`config.mk`:
```
export PLATFORM = sky130hd
export DESIGN_NAME = riscv_v_writeback_element_flat
export DESIGN_NICKNAME = d
export VERILOG_FILES = /design/src/rtl/riscv_v_writeback_element_if.sv /design/src/rtl/riscv_v_writeback_element.sv /design/src/flat_wrapper.sv
export SDC_FILE = /design/constraint.sdc
export NUM_CORES = 1
export LEC_CHECK = 0
export CORE_ASPECT_RATIO = 0.9
export CORE_MARGIN = 1
export CORE_UTILIZATION = 49
export DETAILED_ROUTE_END_ITERATION = 16
export PLACE_DENSITY = 0.82
export SETUP_SLACK_MARGIN = 0.02
export SKIP_LAST_GASP = 1
export SLEW_MARGIN = 0
export SYNTH_ARGS = -nofsm -noshare
export SYNTH_HDL_FRONTEND = slang
export SYNTH_SLANG_ARGS = --single-unit
```
`constraint.sdc`:
```
create_clock -name clk -period 2.7 [get_ports clk]
set_clock_uncertainty 0.2 [all_clocks]
set_input_delay 0.54 -clock clk [delete_from_list [all_inputs] [get_ports clk]]
set_output_delay 0.54 -clock clk [all_outputs]
set_load 0.05 [all_outputs]
```
`src/rtl/riscv_v_writeback_element_if.sv`:
```
// riscv_v_writeback_element_if: ALU result input and register-file write handshake bundle
interface riscv_v_writeback_element_if #(
  parameter int DATA_WIDTH = 128,
  parameter int ADDR_WIDTH = 5
);
  localparam int NUM_BYTES = DATA_WIDTH / 8;
  logic                  in_valid;
  logic                  in_ready;
  logic [DATA_WIDTH-1:0] in_data;
  logic [NUM_BYTES-1:0]  in_byte_valid;
  logic [2:0]            in_osize;
  logic                  in_is_mask;
  logic [DATA_WIDTH-1:0] in_old_dst;
  logic [ADDR_WIDTH-1:0] in_vd;
  logic                  wr_valid;
  logic                  wr_ready;
  logic [ADDR_WIDTH-1:0] wr_addr;
  logic [DATA_WIDTH-1:0] wr_data;
  logic [1:0]            pending;
  modport master (
    output in_valid, in_data, in_byte_valid, in_osize, in_is_mask, in_old_dst, in_vd, wr_ready,
    input  in_ready, wr_valid, wr_addr, wr_data, pending
  );
  modport slave (
    input  in_valid, in_data, in_byte_valid, in_osize, in_is_mask, in_old_dst, in_vd, wr_ready,
    output in_ready, wr_valid, wr_addr, wr_data, pending
  );
endinterface

```
`src/rtl/riscv_v_writeback_element.sv`:
```
// riscv_v_writeback_element: merges ALU results with the old destination and queues register-file writes
module riscv_v_writeback_element #(
  parameter int DATA_WIDTH = 128,
  parameter int NUM_BYTES  = DATA_WIDTH / 8,
  parameter int ADDR_WIDTH = 5,
  parameter int FIFO_DEPTH = 2
) (
  input logic clk,
  input logic rst_n,
  riscv_v_writeback_element_if.slave bus
);
  logic [DATA_WIDTH-1:0] merged;
  logic [2:0]            os;
  logic                  push, pop;
  logic [1:0]            cnt_q, cnt_d;
  logic                  rd_ptr_q, rd_ptr_d, wr_ptr_q, wr_ptr_d;
  logic [DATA_WIDTH-1:0] data_q [2];
  logic [DATA_WIDTH-1:0] data_d [2];
  logic [ADDR_WIDTH-1:0] addr_q [2];
  logic [ADDR_WIDTH-1:0] addr_d [2];
  assign bus.in_ready = cnt_q != 2'(FIFO_DEPTH);
  assign bus.wr_valid = cnt_q != 2'd0;
  assign bus.wr_addr  = addr_q[rd_ptr_q];
  assign bus.wr_data  = data_q[rd_ptr_q];
  assign bus.pending  = cnt_q;
  assign push = bus.in_valid & bus.in_ready;
  assign pop  = bus.wr_valid & bus.wr_ready;
  // mask results pack one bit per element, sampled from each element's LSB and first byte flag
  always_comb begin
    os = (bus.in_osize > 3'd4) ? 3'd0 : bus.in_osize;
    merged = bus.in_old_dst;
    for (int i = 0; i < NUM_BYTES; i++) begin
      if (bus.in_is_mask) begin
        if (i < (NUM_BYTES >> os) && bus.in_byte_valid[i << os]) merged[i] = bus.in_data[(i << os) * 8];
      end else if (bus.in_byte_valid[i]) begin
        merged[i*8 +: 8] = bus.in_data[i*8 +: 8];
      end
    end
  end
  always_comb begin
    data_d = data_q;
    addr_d = addr_q;
    if (push) begin
      data_d[wr_ptr_q] = merged;
      addr_d[wr_ptr_q] = bus.in_vd;
    end
    wr_ptr_d = wr_ptr_q ^ push;
    rd_ptr_d = rd_ptr_q ^ pop;
    cnt_d    = cnt_q + {1'b0, push} - {1'b0, pop};
  end
  always_ff @(posedge clk or negedge rst_n) begin
    if (!rst_n) begin
      cnt_q    <= '0;
      rd_ptr_q <= 1'b0;
      wr_ptr_q <= 1'b0;
      data_q   <= '{default: '0};
      addr_q   <= '{default: '0};
    end else begin
      cnt_q    <= cnt_d;
      rd_ptr_q <= rd_ptr_d;
      wr_ptr_q <= wr_ptr_d;
      data_q   <= data_d;
      addr_q   <= addr_d;
    end
  end
endmodule

```
`src/flat_wrapper.sv`:
```
// flat-port wrapper written by rule: the top's interface ports become plain ports
module riscv_v_writeback_element_flat 
#(
  parameter int DATA_WIDTH = 128,
  parameter int NUM_BYTES  = DATA_WIDTH / 8,
  parameter int ADDR_WIDTH = 5,
  parameter int FIFO_DEPTH = 2
)
  (clk, rst_n, bus_in_valid, bus_in_data, bus_in_byte_valid, bus_in_osize, bus_in_is_mask, bus_in_old_dst, bus_in_vd, bus_wr_ready, bus_in_ready, bus_wr_valid, bus_wr_addr, bus_wr_data, bus_pending);
  riscv_v_writeback_element_if #(.DATA_WIDTH(DATA_WIDTH), .ADDR_WIDTH(ADDR_WIDTH)) bus_i ();
  input logic clk;
  input logic rst_n;
  input wire logic [$bits(bus_i.in_valid)-1:0] bus_in_valid;
  input wire logic [$bits(bus_i.in_data)-1:0] bus_in_data;
  input wire logic [$bits(bus_i.in_byte_valid)-1:0] bus_in_byte_valid;
  input wire logic [$bits(bus_i.in_osize)-1:0] bus_in_osize;
  input wire logic [$bits(bus_i.in_is_mask)-1:0] bus_in_is_mask;
  input wire logic [$bits(bus_i.in_old_dst)-1:0] bus_in_old_dst;
  input wire logic [$bits(bus_i.in_vd)-1:0] bus_in_vd;
  input wire logic [$bits(bus_i.wr_ready)-1:0] bus_wr_ready;
  output wire logic [$bits(bus_i.in_ready)-1:0] bus_in_ready;
  output wire logic [$bits(bus_i.wr_valid)-1:0] bus_wr_valid;
  output wire logic [$bits(bus_i.wr_addr)-1:0] bus_wr_addr;
  output wire logic [$bits(bus_i.wr_data)-1:0] bus_wr_data;
  output wire logic [$bits(bus_i.pending)-1:0] bus_pending;
  assign bus_i.in_valid = bus_in_valid;
  assign bus_i.in_data = bus_in_data;
  assign bus_i.in_byte_valid = bus_in_byte_valid;
  assign bus_i.in_osize = bus_in_osize;
  assign bus_i.in_is_mask = bus_in_is_mask;
  assign bus_i.in_old_dst = bus_in_old_dst;
  assign bus_i.in_vd = bus_in_vd;
  assign bus_i.wr_ready = bus_wr_ready;
  assign bus_in_ready = bus_i.in_ready;
  assign bus_wr_valid = bus_i.wr_valid;
  assign bus_wr_addr = bus_i.wr_addr;
  assign bus_wr_data = bus_i.wr_data;
  assign bus_pending = bus_i.pending;
  riscv_v_writeback_element #(.DATA_WIDTH(DATA_WIDTH), .NUM_BYTES(NUM_BYTES), .ADDR_WIDTH(ADDR_WIDTH), .FIFO_DEPTH(FIFO_DEPTH)) u_core (.clk(clk), .rst_n(rst_n), .bus(bus_i));
endmodule
```
== Word-level counts from Yosys, hierarchy flattened ==
Cells that the tools add are included.

* Latch bits: 0
* Register bits after elaboration: 270
* Memories: 0
* RAM bits: 0
* Bits in read-only memories: 0
* Output and inout bits: 137

* Reductions and logical operators: 18
* Bitwise operators: 6
* Equality and inequality tests: 1
* $mul: 0
* Add/sub/neg operators: 2
* Shifts and indexed selects: 17
* Mux-type cells: 173
* Order comparisons: 52
* Divide/modulo/power cells: 0

{| class="wikitable"
|+ Operators with widths
! cell !! count
|-
| 32-bit by 6-bit less-than comparator with 1-bit output (second input constant) || 16
|-
| 32-bit by 9-bit less-than comparator with 1-bit output (second input constant) || 16
|-
| 128-bit 2-to-1 mux || 4
|-
| 256-bit bitwise mux || 1
|-
| 5-bit by 32-bit less-than comparator with 1-bit output (first input constant) || 8
|-
| 4-bit by 3-bit left shift with 32-bit output (first input constant) || 8
|-
| 8-bit 2-to-1 mux || 31
|-
| 1-bit binary-select mux with 4-bit select || 32
|-
| 128-bit demux with 1-bit select || 1
|-
| 4-bit by 32-bit less-than comparator with 1-bit output (first input constant) || 4
|-
| 3-bit by 3-bit left shift with 32-bit output (first input constant) || 4
|-
| 1-bit 2-to-1 mux || 96
|-
| 3-bit by 32-bit less-than comparator with 1-bit output (first input constant) || 2
|-
| 1-bit by 3-bit left shift with 32-bit output (first input constant) || 2
|-
| 2-bit by 3-bit left shift with 32-bit output (first input constant) || 2
|-
| 1-bit by 32-bit less-than comparator with 1-bit output (first input constant) || 1
|-
| 2-bit by 32-bit less-than comparator with 1-bit output (first input constant) || 1
|-
| 5-bit by 3-bit right shift with 32-bit output (first input constant) || 1
|-
| 5-bit 2-to-1 mux || 4
|-
| 1-bit logical AND || 17
|-
| 10-bit bitwise mux || 1
|-
| 7-bit 2-to-1 mux || 1
|-
| 5-bit demux with 1-bit select || 1
|-
| 2-bit >= comparator (second input constant) || 2
|-
| 10 further kinds || 13
|}

== Logic depth before layout (Yosys ltp) ==
* Word-level depth: 10
* Mapped depth: 13
* Mapped depth without buffers: 10

== Worst setup path after synthesis ==
OpenSTA, ideal clock, no wires.

* Path kind: in2reg
* Start point: input port bus_in_osize[2]
* End point: register u_core.data_q[11] (netlist bit)
* Path slack: -462 ps
* Buffers on the path: 3
* Arrival: 2,824 ps
* Setup time: 138 ps
* Stages on the path: 11
* Data required time: 2,362 ps
* Path through: nand2b_1 > clkbuf_1 > ha_1 > buf_6 > buf_6 > mux4_2 > nand4_1 > o31a_1 > o21ai_0 > a211oi_1 > o22ai_1

* Word-level cells in the longest chain between the ends: 10

{| class="wikitable"
|+ Ends and longest elaborated chain
! item !! line !! text
|-
| start: declaration || flat_wrapper.sv:16 || <nowiki>input wire logic [$bits(bus_i.in_osize)-1:0] bus_in_osize;</nowiki>
|-
| 3-bit > comparator || riscv_v_writeback_element.sv:30 || <nowiki>os = (bus.in_osize > 3'd4) ? 3'd0 : bus.in_osize;</nowiki>
|-
| 3-bit 2-to-1 mux (*) || riscv_v_writeback_element.sv:30 ||
|-
| parallel branches: the longest is 5 deep, another holds 5-bit by 32-bit less-than comparator with 1-bit output || - ||
|-
| 1-bit 2-to-1 mux (*) || riscv_v_writeback_element.sv:34 || <nowiki>if (i < (NUM_BYTES >> os) && bus.in_byte_valid[i << os]) merged[i] = bus.in_data[(i << os) * 8];</nowiki>
|-
| 1-bit 2-to-1 mux (*) || riscv_v_writeback_element.sv:33 || <nowiki>if (bus.in_is_mask) begin</nowiki>
|-
| 256-bit bitwise mux (*) || riscv_v_writeback_element.sv:44 || <nowiki>data_d[wr_ptr_q] = merged;</nowiki>
|-
| end signal: assignment || riscv_v_writeback_element.sv:62 || <nowiki>data_q <= data_d;</nowiki>
|-
| end: declaration || riscv_v_writeback_element.sv:17 || <nowiki>logic [DATA_WIDTH-1:0] data_q [2];</nowiki>
|}

Every way passes the cells marked *. The select of a mux whose other input is x is not followed.
A chain may end at the register's enable or synchronous reset.

== Worst setup path in the final report ==
* Start point: register u_core.rd_ptr_q
* End point: output port bus_wr_data[74]

* Word-level cells in the longest chain between the ends: 4

{| class="wikitable"
|+ Ends and longest elaborated chain
! item !! line !! text
|-
| start: declaration || riscv_v_writeback_element.sv:16 || <nowiki>logic rd_ptr_q, rd_ptr_d, wr_ptr_q, wr_ptr_d;</nowiki>
|-
| start signal: assignment || riscv_v_writeback_element.sv:60 || <nowiki>rd_ptr_q <= rd_ptr_d;</nowiki>
|-
| 1-bit inverter with 2-bit output (not written as such) || riscv_v_writeback_element.sv:24 || <nowiki>assign bus.wr_data = data_q[rd_ptr_q];</nowiki>
|-
| 128-bit 2-to-1 mux (not written as such) (3 in series) || riscv_v_writeback_element.sv:24 ||
|-
| end: declaration || flat_wrapper.sv:24 || <nowiki>output wire logic [$bits(bus_i.wr_data)-1:0] bus_wr_data;</nowiki>
|}

No other way between the ends. The select of a mux whose other input is x is not followed.

==> metrics.txt <==
Hold Vio Cnt, Final=0; TritonCTS clock tree=done; pre-CTS WS=-0.784 ns; CP required=1.96 ns; Final Cell Area=0.0219 mm^2; Overall Power=0.0271 W; final setup fails=2; # rows=59; WS Path Type=reg -> out; I/O Pins=422; gate count after technology mapping=1,487; Worst-path clk slew=0.06 ns; status=finished with violations; Period Utilization, post-route=1.01; Seq/Total Area, Yosys=0.460; failing checks=negative setup slack; worst-path cell chain=buf_12 > buf_16 > mux2_2 > buf_4; Vias/cell=5.59; synth warn=0; RD Place Congestion=0.974; Die W=185 um; GRT overflow=0; worst skew pair latency=0.56 ns; met1 usage=0.424; H-Tree Depth=1; ANT nets after route=0; predominant post-synthesis flop cell=dfrtp_1; number of synthesized flops with an enable pin=0; FMAX=368 MHz; core area=0.0292 mm^2; CP Max Fanout=41; Yosys top cell area share=0.460; pin count of the biggest net entering global routing=88; GR peak layer=met2; full die area=0.0307 mm^2; RSZ-0062 raised after global routing=true; vias in the first global route=14,200; slowest CP cell=dfrtp_4; asr flop ratio synth=1.00; met3 Track Usage GR=0.0691; total length of routed wires=50,800 um; CP Capture Type=output port; Starting DRT DRC Count=898; worst relative slew slack=0.506; Largest stage delay, worst path=0.44 ns; DR pass1 iterations=5; PwrDens=1240 mW/mm^2; Final WS setup=-0.0140 ns; CP top delay family=buffers and inverters; via count=13,800; total nets after synthesis=1,783; share of cells above drive strength 1=0.305; synth top area cells=dfrtp_1 (46%), mux2_2 (13%), mux2i_1 (11%); Buf+Inv Stages, Crit Path=3; maximum buffer depth of the clock tree=3; CTS root buf=clkbuf_16; PortBufs=421; CP Launch Type=register; nets@finish=2,350; Initial Util=0.504; first-pass GRT wire length=78,000 um; TritonCTS buffer count=28; Pleak=9.23 nW; worst-margin pin slew=0.742 ns; Synth Cell Area=0.0147 mm^2; Clock Sink Count=270; Yosys top cell by area=dfrtp_1; count of cell types in the netlist=62; DR DRC count=0; Worst Path Arrival=1.97 ns; VDD IR max=0.00138 V; average footprint of a synthesized cell=9.88 um^2; worst min-delay path category=reg -> reg; Yosys reg bits=270; GRT Overall Usage=0.328; drt wl/cell=20.6 um; crit path time final=2.71 ns; post-DP HPWL=38,300 um; area added between synthesis and finish=49.3%; Slew Viols, Final=0; met2 GRT Util=0.540; most common cell in the netlist=a21oi_1; placed cell areas=0.0207 mm^2; die height=166 um; initial antenna violation count=3; Synth top cells by count=a21oi_1 (276), dfrtp_1 (270), nor2_1 (266); maxcap violations=0
## kinds of logic (layout without fill, tap and decap cells)
group,after synthesis,in the layout,synth area share
flip-flops,270,270,0.460
multiplexers,329,329,0.243
other,0,2,0
XOR/XNOR,3,3,0.00179
AND/OR/NAND/NOR,379,379,0.111
adder cells (fa/ha/maj),11,11,0.00937
AO/OA/AOI/OAI,364,364,0.138
buffers and inverters,131,717,0.0362
## sequential cells by signal (all words and copies together) (netlist names)
signal and count:
u_core.rd_ptr_q 1, u_core.addr_q 10, u_core.bus.pending 2, u_core.data_q 256, u_core.wr_ptr_q 1
## placed cells by master (no fill, tap or decap), types with 5 or more instances in the layout
cell	synthesis	layout
dfrtp_1	270	268
a211oi_1	13	7
o22ai_1	13	11
buf_12	0	26
mux2i_1	157	154
nand3_1	9	9
clkbuf_16	0	29
nor2_1	266	265
o211ai_1	8	8
nor3b_1	8	7
mux4_2	6	6
clkbuf_8	0	5
nor3_1	7	7
ha_1	11	5
a211oi_2	1	6
inv_1	13	11
nand2_1	38	37
nor2b_1	21	21
clkbuf_1	100	7
clkdlybuf4s50_1	0	283
clkinv_2	0	5
o21ai_0	15	12
or3_1	6	6
a21oi_1	276	271
mux2_2	166	164
buf_4	2	332
## per-layer routing
layer / up-vias / share of wire
li1: 6406 / -
met1: 6692 / 0.40
met2: 582 / 0.48
met3: 127 / 0.076
met4: 2 / 0.036
met5: - / 0.00026
## where the power goes
group | switching [W] | internal (W) | total, W
Combinational | 0.0101 | 0.00602 | 0.0162
Sequential | 0.00104 | 0.00607 | 0.00711
Clock | 0.00161 | 0.00223 | 0.00384
Total | 0.0128 | 0.0143 | 0.0271
## final cells by class
cell class / instances / area [um^2]
antenna: 2 / 5.00
clock buffer: 40 / 796
clock inverter: 9 / 109
fill: 2010 / 7230
inverter: 14 / 55.1
multi-input combinational: 1086 / 7670
sequential: 270 / 6760
tap: 396 / 495
timing repair buffer: 654 / 6030
## per-stage QoR
stage	util	hold slack (ns)	std cells	TNS, ns
finish	0.752	0.304	2471	-0.0142
global route	0.752	0.322	2471	-2.32
CTS	0.748	0.306	2464	-0.0857
detailed placement	0.711	0.292	2411	-21.09
global placement	0.711	0.283	2411	-20.66
floorplan	-	0.0444	1487	-0.308
## path summary, 6_finish.rpt
| kind | slack (ns) | start | cells after the start | end |
|---|---|---|---|---|
| worst min register to register | 0.30 | u_core.data_q[4] | 1 | u_core.data_q[4] |
| worst min-delay path | 0.30 | u_core.data_q[4] | 1 | u_core.data_q[4] |
| max in group asynchronous | 1.15 | rst_n | 3 | u_core.data_q[251] |
| worst max register to register | 0.63 | u_core.bus.pending[1] | 7 | u_core.data_q[138] |
| min in group asynchronous | 0.38 | rst_n | 2 | u_core.data_q[150] |
| worst max-delay path | -0.01 | u_core.rd_ptr_q | 4 | bus_wr_data[74] |
## repair_timing
item	in CTS	in global routing
pin swaps	13	2
buffers inserted	3	3
setup endpoints to repair	144	122
hold buffers	1	0
resized for setup	36	8
endpoints found under the hold margin	74	0
cloned	0	2
Note: power is estimated with default switching activity, not from simulation.
